--- src/rtl/pad_input_filter_pkg.sv ---
// Shared types and constants for the pad input synchroniser / debounce filter.
package pad_input_filter_pkg;

    typedef enum logic {
        STABLE = 1'b0,
        CHECK  = 1'b1
    } filt_state_e;

    localparam int unsigned PadFilterMinCycles = 2;
    localparam int unsigned PadFilterMaxCycles = 65535;

endpackage

--- src/rtl/pad_input_sync.sv ---
// Two-flop synchroniser for the asynchronous pad receive value.
module pad_input_sync #(
    parameter logic RESET_VALUE = 1'b0
) (
    input  logic clk_i,
    input  logic rst_i,
    input  logic d_i,
    output logic q_o
);

    logic s1_q, s1_d;
    logic s2_q, s2_d;

    always_comb begin
        s1_d = d_i;
        s2_d = s1_q;
    end

    always_ff @(posedge clk_i or posedge rst_i) begin
        if (rst_i) begin
            s1_q <= RESET_VALUE;
            s2_q <= RESET_VALUE;
        end else begin
            s1_q <= s1_d;
            s2_q <= s2_d;
        end
    end

    assign q_o = s2_q;

endmodule

--- src/rtl/pad_input_filter.sv ---
// Synchronises and debounces a pad receive value into a clean level with optional edge pulses.
// Edge pulses are built only when PAD_INPUT_FILTER_EDGE_EN is defined; otherwise rise_o/fall_o are 0.
module pad_input_filter
    import pad_input_filter_pkg::*;
#(
    parameter int unsigned DEBOUNCE_CYCLES = 16,
    parameter logic        RESET_VALUE     = 1'b0
) (
    input  logic clk_i,
    input  logic rst_i,
    input  logic pad_i,
    input  logic filt_en_i,
    output logic level_o,
    output logic rise_o,
    output logic fall_o,
    output logic busy_o
);

    localparam int unsigned CntW = $clog2(DEBOUNCE_CYCLES);
    localparam logic [CntW-1:0] CntLast = CntW'(DEBOUNCE_CYCLES - 1);

    generate
        if (DEBOUNCE_CYCLES < PadFilterMinCycles || DEBOUNCE_CYCLES > PadFilterMaxCycles) begin : g_bad_cfg
            $error("pad_input_filter: DEBOUNCE_CYCLES out of range 2..65535");
        end
    endgenerate

    logic        s2;
    filt_state_e state_q, state_d;
    logic [CntW-1:0] cnt_q, cnt_d;
    logic        level_q, level_d;

    pad_input_sync #(
        .RESET_VALUE(RESET_VALUE)
    ) u_sync (
        .clk_i(clk_i),
        .rst_i(rst_i),
        .d_i  (pad_i),
        .q_o  (s2)
    );

    // Candidate qualification: the compare always uses the current s2, so a
    // return to the old value on the expiry cycle cancels the flip.
    always_comb begin
        state_d = state_q;
        cnt_d   = cnt_q;
        level_d = level_q;
        if (!filt_en_i) begin
            state_d = STABLE;
            cnt_d   = '0;
            level_d = s2;
        end else begin
            case (state_q)
                STABLE: begin
                    if (s2 != level_q) begin
                        state_d = CHECK;
                        cnt_d   = CntW'(1);
                    end else begin
                        cnt_d = '0;
                    end
                end
                CHECK: begin
                    if (s2 == level_q) begin
                        state_d = STABLE;
                        cnt_d   = '0;
                    end else if (cnt_q == CntLast) begin
                        level_d = s2;
                        state_d = STABLE;
                        cnt_d   = '0;
                    end else begin
                        cnt_d = cnt_q + CntW'(1);
                    end
                end
                default: begin
                    state_d = STABLE;
                    cnt_d   = '0;
                end
            endcase
        end
    end

    always_ff @(posedge clk_i or posedge rst_i) begin
        if (rst_i) begin
            state_q <= STABLE;
            cnt_q   <= '0;
            level_q <= RESET_VALUE;
        end else begin
            state_q <= state_d;
            cnt_q   <= cnt_d;
            level_q <= level_d;
        end
    end

    assign level_o = level_q;
    assign busy_o  = (state_q == CHECK);

`ifdef PAD_INPUT_FILTER_EDGE_EN
    logic rise_q, rise_d;
    logic fall_q, fall_d;

    // Pulses register alongside level_q so they line up with the new level.
    always_comb begin
        rise_d = level_d & ~level_q;
        fall_d = ~level_d & level_q;
    end

    always_ff @(posedge clk_i or posedge rst_i) begin
        if (rst_i) begin
            rise_q <= 1'b0;
            fall_q <= 1'b0;
        end else begin
            rise_q <= rise_d;
            fall_q <= fall_d;
        end
    end

    assign rise_o = rise_q;
    assign fall_o = fall_q;
`else
    assign rise_o = 1'b0;
    assign fall_o = 1'b0;
`endif

endmodule

--- config.mk ---
export PLATFORM = sky130hd
export DESIGN_NAME = pad_input_filter
export DESIGN_NICKNAME = d
export VERILOG_FILES = /design/src/rtl/pad_input_filter_pkg.sv /design/src/rtl/pad_input_sync.sv /design/src/rtl/pad_input_filter.sv
export SDC_FILE = /design/constraint.sdc
export NUM_CORES = 1
export LEC_CHECK = 0
export CORE_AREA = 4 4 41 43
export DETAILED_ROUTE_END_ITERATION = 8
export DIE_AREA = 0 0 45 47
export PLACE_DENSITY_LB_ADDON = 0.2
export SYNTH_ARGS = -nofsm -noshare
export SYNTH_HDL_FRONTEND = slang
export SYNTH_SLANG_ARGS = --single-unit
--- constraint.sdc ---
create_clock -name clk_i -period 1.1 [get_ports clk_i]
set_input_delay 0.165 -clock clk_i [delete_from_list [all_inputs] [get_ports clk_i]]
set_output_delay 0.165 -clock clk_i [all_outputs]
set_load 0.005 [all_outputs]
* Word level (Yosys, flattened, before mapping)
Index checks and enable logic that the tools add are counted.
** Operators by class
- Divide/modulo/power cells :: 0
- Add/sub/neg operators :: 1
- Bitwise gates (word level) :: 1
- Equal/unequal tests :: 6
- Muxes and demuxes :: 14
- $mul :: 0
- Shift-type cells :: 0
- Reduce and logical (&&, ||, !) cells :: 1
- $lt $le $gt $ge :: 0
** Operators by type and width (number)
- 4-bit 2-to-1 mux :: 3
- 1-bit 2-to-1 mux :: 9
- 4-bit one-hot mux with 2 select lines :: 1
- 4-bit by 1-bit adder with 4-bit output (second input constant) :: 1
- 4-bit == test (second input constant) :: 1
- 2-bit by 1-bit != test with 1-bit output (second input constant) :: 2
- 3-bit AND reduction :: 1
- 2-bit != test (second input constant) :: 1
- 1-bit one-hot mux with 2 select lines :: 1
- 1-bit == test :: 1
- 1-bit != test :: 1
- 1-bit NOT :: 1
** Word-level totals
- Word-level logic and storage cells :: 28
- Bits in registers :: 8
- Bits in read-only memories :: 0
- Memories :: 0
- Output and inout port bits :: 4
- Latch bits :: 0
- Memory bits (writable) :: 0
- Input bits :: 4

* Depth between registers and ports, before layout
- Depth after elaboration :: 5
- Mapped depth :: 4
- Mapped depth without buffers :: 4

* Hierarchy
A second synthesis with hierarchy kept.
** Unflattened totals
- Cell total of the unflattened synthesis :: 32
- Area total of the unflattened synthesis :: 346.6 um2
** Modules (own cells, without submodules)
- pad_input_filter :: area each 292.8 um2, cells each 29, seq. area each 150.1 um2, times used 1
- pad_input_sync :: area each 53.8 um2, cells each 3, seq. area each 50.0 um2, times used 1

* Least setup slack after synthesis
No wires, ideal clock.
- Path type :: flip-flop to flip-flop
- Start :: reg cnt_q[0]
- End :: reg level_q, in the netlist level_o
- Library setup time :: 0.127 ns
- Buffers on the path :: 0
- Stages on the path, launching flop included :: 5
- Slack :: -0.087 ns
- Arrival time :: 1.060 ns
- Period minus slack after synthesis :: 1.187 ns
- Data required time :: 0.973 ns
- Cells stage by stage :: dfrtp_1 > ha_1 > nand4_1 > nand2_1 > mux2_1
** Between the ends
- Cells in the longest elaborated chain, start to end :: 3
** RTL lines
- from (decl) :: RTL line pad_input_filter.sv:30 : logic [CntW-1:0] cnt_q, cnt_d;
- from (signal assigned) :: RTL line pad_input_filter.sv:89 : cnt_q <= cnt_d;
- 4-bit == test :: RTL line pad_input_filter.sv:66 : end else if (cnt_q == CntLast) begin
- 2-bit by 1-bit != test with 1-bit output (no line)
- 3-bit AND reduction (no line)
- to (signal assigned) :: RTL line pad_input_filter.sv:90 : level_q <= level_d;
- to (decl) :: RTL line pad_input_filter.sv:31 : logic level_q, level_d;
No other way between the ends.
A chain may end at the register's enable or synchronous reset.

* Worst setup path in the final report
Ends and elaborated chain as after synthesis.

==> impl_metrics.yaml <==
drt:
  totalWireLength_um: 763
  route.antenna.remaining_nets: 0
  viasPerCell: 4.44
  vias: 280
  drcViolationCount: 0
  drt_first_pass_iters: 4
  wire_per_inst_um: 12.1
  drt_iter0_markers: 3
logic_synthesis:
  yosys-top-cells-count: "8 x dfrtp_1, 3 x a21oi_1, 3 x inv_1"
  synth.area.top_cells: "dfrtp_1 58%, a21oi_1 4.4%, buf_4 4.4%, ha_1 3.6%, inv_1 3.3%"
  ys_ff_latch: 8
  synth_flop_cell: "dfrtp_1"
  synth_edf_count: 0
  yosysWarnings: 0
  synth_cells: 31
  synth_most_common_cell: "dfrtp_1"
  synth.distinct_cells: 17
  ys_seq_area_frac: 0.584
  synth_area_leader_cell: "dfrtp_1"
  synth_area_per_cell_sq_um: 11.1
  netlist_area_sq_um: 343
  synthArstFlopShare: 1.00
  yosys.area.top_type_share: 0.584
critical_path:
  crit_arrival_ps: 1310
  path_cells: "ha_2 > nand4_1 > nand2_1 > mux2_4"
  slowest_stage: "dfrtp_1"
  cp.required_ps: 1240
  end_kind: "flip-flop"
  path_max_fanout: 2
  critical_path_class: "flip-flop to flip-flop"
  cp-start-kind: "flip-flop"
  critPathMaxStageDelay_ps: 370
sta:
  fin_crit_sh: 1.07
  worst_clock_skew_ps: 6.21
  finalSetupTns_ps: -86.5
  rsz0062_at_grt: "true"
  layout_min_cycle_time_ps: 1180
  drv_slew: 0
  max_freq_ghz: 0.850
  setup_viol: 2
  setup_slack_ps: -76.8
  hold_violations: 0
finish:
  final_nets: 55
  area_growth_pct: 56.9
  finalInstanceArea_sq_um: 538
  antenna-diode-count: 0
  final_layout_size_suffix_gt1_frac: 0.458
global_route:
  grt_pass1_wl_um: 1240
  use_met3: 0.0345
  use_met1: 0.0820
  grt_use_met2: 0.147
  top_usage_layer: "met2"
  grt_max_degree: 9
  grt_antenna_before_repair: 0
  grt_pass1_vias: 289
  globalRouteOverflowTotal: 0
  grt_usage: 0.0886
placed_design:
  port_buffers: 5
  placedInstanceArea_sq_um: 444
  place.gp.congestion: 0.761
floorplanning:
  die_y_um: 47
  initial_utilization: 0.263
  rows: 13
  ioPinCount: 8
  die_area_sq_mm: 0.00212
  core_region_area_sq_mm: 0.00130
  fp.dieW_um: 45
clock_tree:
  path_clk_slew_ps: 60
  cts_tree: "yes"
  cts-root-buf: "clkbuf_4"
  ctsLongestPathBuffers: 2
  clock_latency_ps: 260
  htreeDepth: 1
  clkSinkCount: 8
  numCtsBuffers: 3
outcome:
  run_status: "complete, but fails checks"
  violations: "negative setup slack"
power:
  leakage_nw: 0.249
  power_uw: 669
  vdd_drop_max_v: 0.000608
  p_per_area_mw_per_mm2: 1240
run:
  cap_violations: 0
worst_hold_path:
  holdCritPathClass: "input port to asynchronous set/reset pin"
-- placed cells by master (no fill, tap or decap), types with 2 or more instances in the layout --
cell	synthesis	final
clkdlybuf4s15_1	0	2
nand2_1	2	2
a21oi_2	0	2
dfrtp_1	8	8
clkdlybuf4s50_1	0	3
conb_1	1	2
buf_4	2	10
clkbuf_4	0	3
inv_1	3	3
-- per-stage QoR --
stage	instances	hold WS, ps	util	setup slack (ps)
6_report	63	169	0.413	-76.8
5_1_grt	63	190	0.413	-81.3
4_1_cts	62	172	0.386	-50.3
3_5_place_dp	55	344	0.341	-88.5
3_3_place_gp	55	340	0.341	-59.8
2_1_floorplan	32	-19.3	-	-50.7
-- report_power, final --
part | switching, mW | internal [mW] | total [mW] | leakage (nW)
clock | 0.101 | 0.125 | 0.226 | 0.0138
sequential | 0.0119 | 0.310 | 0.322 | 0.103
combinational | 0.0499 | 0.0708 | 0.121 | 0.133
-- kinds of logic after synthesis --
kind of cell,share of synthesized area
DFF,0.584
and+or+nand+nor,0.124
other,0.0109
adders and majority gates,0.0365
AOI/OAI and AO/OA,0.0839
buffers and inverters,0.0766
xor gates and xnor gates,0.0511
muxes,0.0328
-- critical path: cells and delay by family (launching register included) --
family	cells	cell delay, ps
muxes	1	290
adders and majority gates	1	190
and+or+nand+nor	2	210
DFF	1	370
-- flip-flops by register name, indices dropped and copies added (netlist names) --
| signal | cells |
|---|---|
| u_sync.q_o | 1 |
| busy_o | 1 |
| level_o | 1 |
| u_sync.s1_q | 1 |
| cnt_q | 4 |
-- final cells by class --
| class | count | area (sq um) |
|---|---|---|
| fillers | 128 | 763 |
| flip-flops and latches | 8 | 200 |
| multi-input cells | 19 | 160 |
| repair buffers | 15 | 125 |
| clock buffers | 3 | 22.5 |
| well taps | 15 | 18.8 |
| inverters | 3 | 11.3 |
-- repair_timing --
item / 4_1_cts / 5_1_grt
endpoints found under the setup margin: 5 / 7
pin swaps: 2 / 2
endpoints found under the hold margin: 0 / 0
gates resized for setup: 4 / 7
hold buffers: 0 / 0
setup buffers: 4 / 1
-- worst paths after layout --
path | endpoint | slack (ps) | depth (start not counted) | from
worst max-delay path | level_o$_DFFE_PP0P_ | -80 | 4 | cnt_q[0]$_DFF_PP0_
worst min-delay path | cnt_q[0]$_DFF_PP0_ | 170 | 2 | rst_i
worst max register to register | level_o$_DFFE_PP0P_ | -80 | 4 | cnt_q[0]$_DFF_PP0_
worst min register to register | u_sync.q_o$_DFF_PP0_ | 350 | 0 | u_sync.s1_q$_DFF_PP0_
max in group asynchronous | busy_o$_DFF_PP0_ | 680 | 2 | rst_i
min in group clk_i | u_sync.q_o$_DFF_PP0_ | 350 | 0 | u_sync.s1_q$_DFF_PP0_
-- metal layers --
metal | part of all wire | vias to the layer above
li1 | - | 134
met2 | 0.51 | 8
met1 | 0.42 | 134
met3 | 0.035 | 4
met4 | 0.034 | 0
met5 | 0 | -
Power figures use the tool's default switching activity.
